<file path="config.mk">
export PLATFORM = sky130hd
export DESIGN_NAME = seg_scan_mux
export DESIGN_NICKNAME = d
export VERILOG_FILES = /design/src/rtl/seg_pkg.sv /design/src/rtl/hex_to_seg.sv /design/src/rtl/seg_scan_mux.sv
export SDC_FILE = /design/constraint.sdc
export NUM_CORES = 1
export LEC_CHECK = 0
export CORE_ASPECT_RATIO = 0.7
export CORE_MARGIN = 1.5
export CORE_UTILIZATION = 46
export CTS_CLUSTER_SIZE = 30
export DETAILED_ROUTE_END_ITERATION = 16
export PLACE_DENSITY_LB_ADDON = 0.2
export SLEW_MARGIN = 20
export SYNTH_ARGS = -nofsm -noshare
export SYNTH_HDL_FRONTEND = slang
export SYNTH_SLANG_ARGS = --single-unit
</file>
<file path="constraint.sdc">
create_clock -name clk -period 4.9 [get_ports clk]
set_input_delay 0.98 -clock clk [delete_from_list [all_inputs] [get_ports clk]]
set_output_delay 0.98 -clock clk [all_outputs]
set_load 0.01 [all_outputs]
</file>
<file path="src/rtl/seg_pkg.sv">
// Shared constants for 7-segment display blocks: active-low hex glyphs and
// blanking patterns.
package seg_pkg;

  localparam int unsigned NUM_DIGITS = 4;

  localparam logic [6:0] SEG_OFF = 7'b111_1111;
  localparam logic [3:0] AN_OFF  = 4'b1111;

  // Glyph bit order is {g,f,e,d,c,b,a}, 0 = segment lit.
  localparam logic [6:0] SEG_0 = 7'b100_0000;
  localparam logic [6:0] SEG_1 = 7'b111_1001;
  localparam logic [6:0] SEG_2 = 7'b010_0100;
  localparam logic [6:0] SEG_3 = 7'b011_0000;
  localparam logic [6:0] SEG_4 = 7'b001_1001;
  localparam logic [6:0] SEG_5 = 7'b001_0010;
  localparam logic [6:0] SEG_6 = 7'b000_0010;
  localparam logic [6:0] SEG_7 = 7'b111_1000;
  localparam logic [6:0] SEG_8 = 7'b000_0000;
  localparam logic [6:0] SEG_9 = 7'b001_0000;
  localparam logic [6:0] SEG_A = 7'b000_1000;
  localparam logic [6:0] SEG_B = 7'b000_0011;
  localparam logic [6:0] SEG_C = 7'b100_0110;
  localparam logic [6:0] SEG_D = 7'b010_0001;
  localparam logic [6:0] SEG_E = 7'b000_0110;
  localparam logic [6:0] SEG_F = 7'b000_1110;

endpackage

</file>
<file path="src/rtl/hex_to_seg.sv">
// Combinational hex nibble to active-low 7-segment glyph decoder.
module hex_to_seg
  import seg_pkg::*;
(
  input  logic [3:0] nibble_i,
  output logic [6:0] seg_o
);

  always_comb begin
    seg_o = SEG_OFF;
    unique case (nibble_i)
      4'h0: seg_o = SEG_0;
      4'h1: seg_o = SEG_1;
      4'h2: seg_o = SEG_2;
      4'h3: seg_o = SEG_3;
      4'h4: seg_o = SEG_4;
      4'h5: seg_o = SEG_5;
      4'h6: seg_o = SEG_6;
      4'h7: seg_o = SEG_7;
      4'h8: seg_o = SEG_8;
      4'h9: seg_o = SEG_9;
      4'hA: seg_o = SEG_A;
      4'hB: seg_o = SEG_B;
      4'hC: seg_o = SEG_C;
      4'hD: seg_o = SEG_D;
      4'hE: seg_o = SEG_E;
      4'hF: seg_o = SEG_F;
    endcase
  end

endmodule

</file>
<file path="src/rtl/seg_scan_mux.sv">
// 4-digit multiplexed 7-segment scan driver with frame-synchronous double buffering.
// Optional macro SEG_SCAN_LEADING_ZERO_BLANK_EN auto-blanks leading zero digits.
module seg_scan_mux
  import seg_pkg::*;
#(
  parameter int unsigned REFRESH_DIV = 50000,
  parameter int unsigned CNT_W       = 16
) (
  input  logic        clk,
  input  logic        rst,
  input  logic        load,
  input  logic [15:0] value,
  input  logic [3:0]  blank,
  output logic [6:0]  seg,
  output logic [3:0]  an,
  output logic        frame_done
);

  localparam int unsigned IdxW = $clog2(NUM_DIGITS);
  localparam logic [CNT_W-1:0] PrescMax = CNT_W'(REFRESH_DIV - 1);
  localparam logic [IdxW-1:0]  IdxLast  = IdxW'(NUM_DIGITS - 1);

  logic [CNT_W-1:0] presc_q, presc_d;
  logic [IdxW-1:0]  idx_q, idx_d;
  logic [15:0]      shadow_val_q, shadow_val_d;
  logic [3:0]       shadow_blk_q, shadow_blk_d;
  logic [15:0]      disp_val_q, disp_val_d;
  logic [3:0]       disp_blk_q, disp_blk_d;
  logic             pending_q, pending_d;
  logic [6:0]       seg_q, seg_d;
  logic [3:0]       an_q, an_d;
  logic             frame_done_q, frame_done_d;

  logic             tick;
  logic             frame_end;
  logic [3:0]       nibble;
  logic [3:0]       blk_eff;
  logic [6:0]       seg_dec;

  assign tick      = (presc_q == PrescMax);
  assign frame_end = tick && (idx_q == IdxLast);

  always_comb begin
    presc_d = tick ? '0 : presc_q + 1'b1;
    idx_d   = tick ? idx_q + 1'b1 : idx_q;
  end

  // Display only swaps at the frame boundary so a frame never mixes old and new digits.
  always_comb begin
    shadow_val_d = shadow_val_q;
    shadow_blk_d = shadow_blk_q;
    disp_val_d   = disp_val_q;
    disp_blk_d   = disp_blk_q;
    pending_d    = pending_q;
    if (frame_end) begin
      if (load) begin
        disp_val_d = value;
        disp_blk_d = blank;
      end else if (pending_q) begin
        disp_val_d = shadow_val_q;
        disp_blk_d = shadow_blk_q;
      end
      pending_d = 1'b0;
    end else if (load) begin
      shadow_val_d = value;
      shadow_blk_d = blank;
      pending_d    = 1'b1;
    end
  end

`ifdef SEG_SCAN_LEADING_ZERO_BLANK_EN
  logic lz3, lz2, lz1;
  assign lz3     = (disp_val_q[15:12] == 4'h0);
  assign lz2     = lz3 && (disp_val_q[11:8] == 4'h0);
  assign lz1     = lz2 && (disp_val_q[7:4] == 4'h0);
  assign blk_eff = disp_blk_q | {lz3, lz2, lz1, 1'b0};
`else
  assign blk_eff = disp_blk_q;
`endif

  assign nibble = disp_val_q[{idx_q, 2'b00} +: 4];

  hex_to_seg u_hex_to_seg (
    .nibble_i (nibble),
    .seg_o    (seg_dec)
  );

  always_comb begin
    seg_d        = seg_dec;
    an_d         = ~(4'b0001 << idx_q);
    frame_done_d = frame_end;
    if (blk_eff[idx_q]) begin
      seg_d = SEG_OFF;
      an_d  = AN_OFF;
    end
  end

  always_ff @(posedge clk) begin
    if (rst) begin
      presc_q      <= '0;
      idx_q        <= '0;
      shadow_val_q <= '0;
      shadow_blk_q <= '0;
      disp_val_q   <= '0;
      disp_blk_q   <= '0;
      pending_q    <= 1'b0;
      seg_q        <= SEG_OFF;
      an_q         <= AN_OFF;
      frame_done_q <= 1'b0;
    end else begin
      presc_q      <= presc_d;
      idx_q        <= idx_d;
      shadow_val_q <= shadow_val_d;
      shadow_blk_q <= shadow_blk_d;
      disp_val_q   <= disp_val_d;
      disp_blk_q   <= disp_blk_d;
      pending_q    <= pending_d;
      seg_q        <= seg_d;
      an_q         <= an_d;
      frame_done_q <= frame_done_d;
    end
  end

  assign seg        = seg_q;
  assign an         = an_q;
  assign frame_done = frame_done_q;

endmodule

</file>
== After elaboration in Yosys (flattened, before gate mapping) ==
Memory sizes are Yosys's and may differ from the RTL's. A register that Yosys moved wholly into a read port is not among the register bits.
Cells that the tools add are included.

* Add/sub/neg operators: 2
* $lt $le $gt $ge: 1
* Equality and inequality tests: 2
* Shifts and indexed selects: 2
* Muxes and demuxes: 6
* Bitwise gates (word level): 2
* Reduce and logical (&&, ||, !) cells: 7

{| class="wikitable"
|+ Operator list
! operator !! count
|-
| $mux W16 || 2
|-
| $add A16 B1 Y16 const B || 1
|-
| $eq A16 B16 Y1 const B || 1
|-
| $shiftx A16 B5 Y4 || 1
|-
| $mux W4 || 2
|-
| $reduce_or A2 Y1 || 3
|-
| $not A4 Y4 || 1
|-
| $reduce_and A2 Y1 || 2
|-
| $shl A1 B2 Y4 const A || 1
|-
| $lt A2 B3 Y1 const B || 1
|-
| $add A2 B1 Y2 const B || 1
|-
| $bmux W1 S2 || 1
|-
| $eq A2 B2 Y1 const B || 1
|-
| $reduce_bool A2 Y1 || 1
|-
| $logic_and A1 B1 Y1 || 1
|-
| $mux W1 || 1
|-
| $not A1 Y1 || 1
|}

* Flip-flop bits (word level): 64
* Memory bits (read-only): 112
* Bits of input ports: 23
* Output and inout bits: 12
* Memories kept: 1

{| class="wikitable"
|+ Memories
! name !! depth !! width !! rd ports !! clocked after Yosys merged registers in !! write ports !! line !! RTL
|-
| (name not given) || 16 || 7 || 1 || 1 || 0 || hex_to_seg.sv:11 || <nowiki>unique case (nibble_i)</nowiki>
|}

== Logic depth before layout (Yosys ltp) ==
Gate-level depths: netlist of the first run.

* Depth in word-level cells: 4
* Gate-level depth with buffers: 7
* Depth with buffers taken out: 6

== By module ==
A second synthesis of the first run with hierarchy kept.

* Cells, all modules: 386
* Area total of the unflattened synthesis: 3577.2 um^2

{| class="wikitable"
|+ By module, submodules not included
! module !! times used !! cells an instance !! area an instance (um^2)
|-
| seg_scan_mux || 1 || 354 || 3301.9
|-
| hex_to_seg || 1 || 32 || 275.3
|}

== Worst setup path before layout of the first run ==
No wires, ideal clock.

* Path type: register to register
* Start point: reg idx_q[0]
* End point: reg seg_q[0] (netlist: seg[0])
* Arrival: 1930 ps
* Data required time: 4771 ps
* Path slack: 2841 ps
* Stages on the path, launching flop included: 7
* Period minus slack after synthesis: 2059 ps
* Cells stage by stage: dfxtp_1 buf_2 mux4_2 ha_1 or3b_2 o221ai_1 nand2_1

* Word-level cells in the longest chain between the ends: 3
* Elaborated cells on any way between the ends: 4

{| class="wikitable"
|+ RTL lines
! what !! line !! RTL
|-
| start, declared || seg_scan_mux.sv:24 || <nowiki>logic [IdxW-1:0] idx_q, idx_d;</nowiki>
|-
| start signal, assigned || seg_scan_mux.sv:112 || <nowiki>idx_q <= idx_d;</nowiki>
|-
| parallel branches: the longest is 3 deep, another holds $shiftx A16 B5 Y4 || - ||
|-
| end, declared || seg_scan_mux.sv:30 || <nowiki>logic [6:0] seg_q, seg_d;</nowiki>
|}

Several ways; the timed one is not identified. The select of a mux whose other input is x is not followed.
A chain may end at the register's enable or synchronous reset.

== Worst setup path in the final report of the first run ==
* Start point: reg idx_q[0]
* End point: reg shadow_val_q[0]

* Word-level cells in the longest chain between the ends: 4

{| class="wikitable"
|+ RTL lines
! what !! line !! RTL
|-
| $eq A2 B2 Y1 || seg_scan_mux.sv:41 || <nowiki>assign frame_end = tick && (idx_q == IdxLast);</nowiki>
|-
| $logic_and A1 B1 Y1 || seg_scan_mux.sv:41 ||
|-
| $not A1 Y1 (no line) || - ||
|-
| $reduce_and A2 Y1 (no line) || - ||
|-
| end signal, assigned || seg_scan_mux.sv:113 || <nowiki>shadow_val_q <= shadow_val_d;</nowiki>
|-
| end, declared || seg_scan_mux.sv:25 || <nowiki>logic [15:0] shadow_val_q, shadow_val_d;</nowiki>
|}

No other way between the ends.

==> metrics.md, run 1 <==
| Metric | Value |
|---|---|
| Status | complete, no violations |
| Final Cycle Share | 56.3% |
| M1 GR Usage | 27.0% |
| NetSw | 0.000276 W |
| Wirelength per Cell | roughly 15 um |
| Max frequency | 0.363 GHz |
| CP required | 5.13 ns |
| Post-CTS setup buffer count | 0 |
| Post-route ant nets | 0 |
| Synthesized flop and latch total | between 70 and 80 |
| Met2 usage | between 30% and 40% |
| Setup Skew | 0.00998 ns |
| Total number of vias | 2750 |
| Area occupied by multi-input gates | 1820 um^2 |
| Post-Syn Area per Cell | 9.18 um^2 |
| Fin nets | 424 |
| PwrDens | 307 nW/um^2 |
| Startpoint types | flip-flop |
| Drt total wl | 7.37 mm |
| Clock Power Share | a little over two fifths |
| Largest stage delay, worst path | 0.74 ns |
| Distinct cells, synth | 37 |
| DRC marker count from the first detailed-route iteration | between 150 and 200 |
| Peak VDD IR | 0.000162 V |
| Via/cell ratio | around 5.6 |
| Leakage power | 1.45 nW |
| Crit path buf inv count | 1 |
| Top-area cell type share of the netlist area | 41.8% |
| Total GRT Usage | 19.8% |
| IO buf count | 34 |
| CP endpoint kind | flip-flop |
| Clk_lat worst skew | between 0.3 and 0.4 ns |
| Post-cts resize count | 0 |
| Ant. Diodes | 0 |
| Final setup fails | 0 |
| Gr busiest metal | met2 |
| First-pass GRT wire length | ~12 mm |
| Critical-path cell list | ha_1 > nor4b_1 > and2_1 > a21boi_2 > buf_4 > mux2i_1 |
| Worst rel slew slack | 42.2% |
| Register area | 1420 um^2 |
| Full die area | 7920 um^2 |
| CTS Sinks | 71 |
| Initial antenna violation count | 0 |
| Share of cells above drive strength 1 | a little over an eighth |
| Mapped cell area | 3400 um^2 |
| Sequential Power Share | 48.7% |
| Final hold vios | 0 |
| Area Overhead vs Synth | 18.2% |
| GPL Wtd Cong | 0.779 |
| GR Layer Usage met3 | 5.02% |
| Vias in the first global route | 2676 |
| Cell taking the most area after synthesis | dfxtp_1 |
| Die height | 74.9 um |
| Top post-synthesis cells by area | dfxtp_1 42%, mux2_2 6.6%, mux2i_1 6.2% |
| Remaining global-route overflow | 0 |
| Switching power share of the total | 22.4% |
| Part of the power in combinational logic | 7.9% |
| Core Util, Final | 57.8% |
| # rows | 25 |
| CTS tree | built |
| Critical path type | reg2reg |
| Core Region | 6940 um^2 |
| TNS Setup | 0 ns |
| Post-synth EDFFs | 0 |
| Initial core utilization | 48.9% |
| Most common cell after layout, fill and taps aside | dfxtp_1 |
| Max FO, Critical Path | 22 |
| Seq/Total Area, Yosys | 41.8% |
| Syn_nets | 404 |
| Crit-path slowest cell | and2_1 |
| Main synth FF type | dfxtp_1 |
| I/O Pins | 35 |
| Synth warn | 0 |
| Hold/Removal Path Class | reg2reg |
| Chip Width | 106 um |
| Clock tree root buffer cell | clkbuf_8 |
| Cells after Synth | 370 |
| Worst-path clk slew | ~0.080 ns |
| Final slew viol count | 0 |
| H-tree depth | 3 |
| Fillers | 643 |
| CTS buffer count | 9 |
| CTS Hold Buffers Added | 0 |
| Dpl hpwl | 5.01 mm |
| Worst Tran Pin Value | 0.867 ns |
| Setup repair after global routing missed its margin | no |
| MaxCap Viol Count | 0 |
| CTS Buffer Depth | 2 |
| Post-synth ARST share | 0% |
| Crit path DAT | roughly 3.0 ns |
| Largest delay share family, worst path | simple AND/OR/NAND/NOR gates |
| Drt drc | 0 |
| Largest net degree at the start of global routing | 29 |
| Drt pass-1 iters | 4 |
| Final min period | 2.76 ns |
| Most frequent cells in the layout | 71 x dfxtp_1, 54 x nand2_1, 34 x clkdlybuf4s50_1 |
| Int Power | around 0.00096 W |
-- routing by layer --
layer	routed length [um]	share of wire [%]
met2	3250	44
met4	68	0.92
met3	387	5.3
met5	0	0
met1	3670	50
-- cells by family (layout without fill, tap and decap cells) --
kind of cell    count (synthesis)  after routing  share of synthesized area [%]
mux                            46             46                           16.1
simple gates                  124            124                           17.8
xor+xnor                       12             12                           3.09
fa+ha+maj                      11             11                           4.05
flops                          71             71                           41.8
buf+inv                        41             66                           4.79
compound gates                 65             65                           12.3
-- power groups by stage --
stage	logic [W]	registers (W)	clock network [W]
detailed placement	0.0000963	0.000614	0
global route	0.000105	0.000602	0.000564
CTS	0.0000968	0.000600	0.000544
global placement	0.0000948	0.000613	0
floorplan	0.0000562	0.000613	0
finish	0.0000968	0.000600	0.000535
-- registers in the layout (all words and copies together), names as in the netlist, 2 cells and up --
register / cells
presc_q: 16
seg: 7
disp_val_q: 16
shadow_blk_q: 4
shadow_val_q: 16
an: 4
blk_eff: 4
idx_q: 2
-- cell type report --
type,count,area share (%)
clock buffers,11,3.77
multi-input cells,258,45.4
inverters,10,0.935
repair buffers,40,9.60
well taps,94,2.93
flip-flops and latches,71,35.4
clock inverters,5,1.99
-- synth_stat cells, types with 2 or more instances --
| master | number |
|---|---|
| a21oi_1 | 28 |
| and3_1 | 3 |
| buf_2 | 7 |
| clkbuf_1 | 24 |
| dfxtp_1 | 71 |
| ha_1 | 11 |
| inv_1 | 10 |
| mux2_2 | 20 |
| mux2i_1 | 21 |
| mux4_2 | 5 |
| nand2_1 | 54 |
| nand3_1 | 6 |
| nand4_1 | 25 |
| nor2_1 | 16 |
| nor3_1 | 3 |
| o211ai_1 | 2 |
| o21ai_0 | 4 |
| o221ai_1 | 5 |
| o31ai_1 | 21 |
| or2_2 | 2 |
| or3_1 | 4 |
| or4_1 | 3 |
| xnor2_1 | 4 |
| xor2_1 | 8 |
-- stage by stage --
step                power, W  instances  worst slack [ns]  hold WS, ns  instance area [um^2]
detailed placement  0.000710        473              2.00        0.451                  3780
CTS                  0.00124        489              2.14        0.462                  4020
finish               0.00123        489              2.14        0.457                  4020
floorplan           0.000670        370              2.84        0.426                  3400
global route         0.00127        489              1.84        0.472                  4020
global placement    0.000708        473              2.09        0.439                  3780
-- worst paths after layout --
| path | from | to | slack [ns] | depth (start not counted) |
|---|---|---|---|---|
| setup reg to reg | idx_q[0]$_SDFFE_PP0P_ | shadow_val_q[0]$_SDFFE_PP0P_ | 2.14 | 6 |
| setup / recovery | idx_q[0]$_SDFFE_PP0P_ | shadow_val_q[0]$_SDFFE_PP0P_ | 2.14 | 6 |
| hold reg to reg | shadow_val_q[8]$_SDFFE_PP0P_ | shadow_val_q[8]$_SDFFE_PP0P_ | 0.46 | 2 |
| hold / removal | shadow_val_q[8]$_SDFFE_PP0P_ | shadow_val_q[8]$_SDFFE_PP0P_ | 0.46 | 2 |
-- worst register-to-register path: cells and delay by family, from the launching register on --
kind                       cells  cell delay [ns]
DFF                            1             0.61
buffers and inverters          1             0.30
adders and majority gates      1             0.25
AOI/OAI and AO/OA              1             0.28
and+or+nand+nor                2             1.05
muxes                          1             0.16
Note: power is estimated with default switching activity, not from simulation.
==> inputs of run 2 (changes only) <==
clock period = 2.2 ns   (was 4.9 ns; I/O delays follow)
==> run 2 against run 1 <==
  * Setup slack lost 2.0 ns
  * Clock power rose by 120%
  * Critical path type unchanged
  * Largest cell class unchanged
  * Largest power group unchanged
  * First-iteration DRC count fell by 22%
  * Core utilization grew 2.4 points
  * Die area stayed put
==> metrics.md, run 2 (synthesis gave the netlist of run 1 again) <==
| Metric | Value |
|---|---|
| Drt drc | 0 |
| Drt pass-1 iters | 4 |
| Most frequent cells in the layout | 71 x dfxtp_1, 54 x nand2_1, 34 x clkdlybuf4s50_1 |
| Final setup fails | 0 |
| Area occupied by multi-input gates | 1830 um^2 |
| Reg-to-Reg Start | presc_q[10]$_SDFF_PP0_ |
| Clk_lat worst skew | 0.34 ns |
| Chip Width | roughly 110 um |
| RR Endpoint | presc_q[15]$_SDFF_PP0_ |
| Initial antenna violation count | 0 |
| Drt total wl | 7.21 mm |
| Worst-path clk slew | 0.07 ns |
| Clock tree root buffer cell | clkbuf_8 |
| R2R depth | 6 |
| DRC marker count from the first detailed-route iteration | about 150 |
| Remaining global-route overflow | 0 |
| Total GRT Usage | 19.8% |
| Total number of vias | 2790 |
| Peak VDD IR | 0.000363 V |
| Die height | between 70 and 80 um |
| Worst rel slew slack | roughly 74% |
| Startpoint types | flip-flop |
| CTS buffer count | 9 |
| CTS Sinks | 71 |
| Register area | 1420 um^2 |
| Max frequency | 0.477 GHz |
| Setup repair after global routing missed its margin | no |
| CP required | 2.42 ns |
| CTS Buffer Depth | 2 |
| Final slew viol count | 0 |
| CTS Hold Buffers Added | 0 |
| H-tree depth | 3 |
| First-pass GRT wire length | between 10 and 15 mm |
| Fillers | 612 |
| Final hold vios | 0 |
| Core Region | 6940 um^2 |
| Setup Skew | 0.00779 ns |
| Worst Tran Pin Value | 0.390 ns |
| Register-to-register setup slack | just over 0.1 ns |
| Setup crit end | presc_q[15]$_SDFF_PP0_ |
| Final Cycle Share | between 90% and 100% |
| Total power | 0.00272 W |
| TNS Setup | 0 ns |
| Share of cells above drive strength 1 | 17.0% |
| Worst Setup SP | presc_q[10]$_SDFF_PP0_ |
| CTS tree | built |
| Core Util, Final | between 60 and 70% |
| Vias in the first global route | 2583 |
| Leakage power | 1.56 nW |
| PwrDens | 650 nW/um^2 |
| CP endpoint kind | flip-flop |
| Fin nets | around 440 |
| Via/cell ratio | 5.51 |
| Wirelength per Cell | 14.2 um |
| Final min period | 2.10 ns |
| Dpl hpwl | just over 5 mm |
| Top Registers | disp_val_q x16, presc_q x16, shadow_val_q x16 |
| Area Overhead vs Synth | 23.1% |
| Post-route ant nets | 0 |
| Largest net degree at the start of global routing | 41 |
| Crit path DAT | 2.32 ns |
| Ant. Diodes | 0 |
| # rows | 25 |
| IO buf count | 34 |
| Max FO, Critical Path | 23 |
| Status | complete, no violations |
| Most common cell after layout, fill and taps aside | dfxtp_1 |
| Initial core utilization | 48.9% |
| MaxCap Viol Count | 0 |
| GPL Wtd Cong | 0.828 |
| Hold_sp | shadow_val_q[12]$_SDFFE_PP0P_ |
| I/O Pins | 35 |
| Critical path type | reg2reg |
| Hold/Removal Path Class | reg2reg |
| Full die area | 7920 um^2 |
[run 2: layout make-up]
class | count | area share [%]
well taps | 94 | 2.81
clock inverters | 3 | 1.56
flip-flops and latches | 71 | 34.0
inverters | 10 | 0.897
multi-input cells | 258 | 43.8
clock buffers | 13 | 3.80
repair buffers | 57 | 13.2
[run 2: worst min-delay path by stage]
stage	endpoint	cells past startpoint
after floorplan	presc_q[0]$_SDFF_PP0_	1
final	shadow_val_q[12]$_SDFFE_PP0P_	2
after detailed placement	shadow_val_q[12]$_SDFFE_PP0P_	2
after global routing	shadow_val_q[13]$_SDFFE_PP0P_	2
after CTS	shadow_val_q[12]$_SDFFE_PP0P_	2
after global placement	shadow_blk_q[1]$_SDFFE_PP0P_	2
[run 2: per-layer routing]
metal	part of all wire (%)	wire [um]	up-vias	global-route usage [%]
met5	0	0	-	0
met4	1.3	97	0	7.36
met3	3.3	237	10	5.02
met2	43	3100	44	30.4
met1	52	3770	1333	27.4
li1	-	-	1403	-
[run 2: stage by stage]
stage | hold WS, ns | setup slack [ns] | instance area, um^2 | instances
finish | 0.457 | 0.101 | 4180 | 506
global route | 0.475 | 0.0176 | 4180 | 506
CTS | 0.459 | 0.0370 | 4170 | 506
global placement | 0.440 | 0.0965 | 3950 | 490
detailed placement | 0.447 | 0.0446 | 3950 | 490
floorplan | 0.426 | 0.141 | 3400 | 370
[run 2: where the power goes]
| group | internal, W | switching (W) |
|---|---|---|
| Sequential | 0.00132 | 0.0000163 |
| Combinational | 0.000119 | 0.000104 |
| Clock | 0.000700 | 0.000460 |
[run 2: what timing repair did]
item	CTS	global route
gates resized for setup	0	2
endpoints found under the setup margin	0	29
setup buffers	0	0
[run 2: critical path, cell delays in order, from the launching register on]
cell and delay, ns:
dfxtp_1 0.31, or4b_1 0.56, or4_4 0.54, buf_12 0.18
o21ai_2 0.18, buf_12 0.16, a21oi_1 0.05
==> inputs of run 3 (changes only) <==
TNS_END_PERCENT = 5   (was unset)
==> results of run 3 <==
No change in the layout: final DEF, timing and power equal those of run 2.
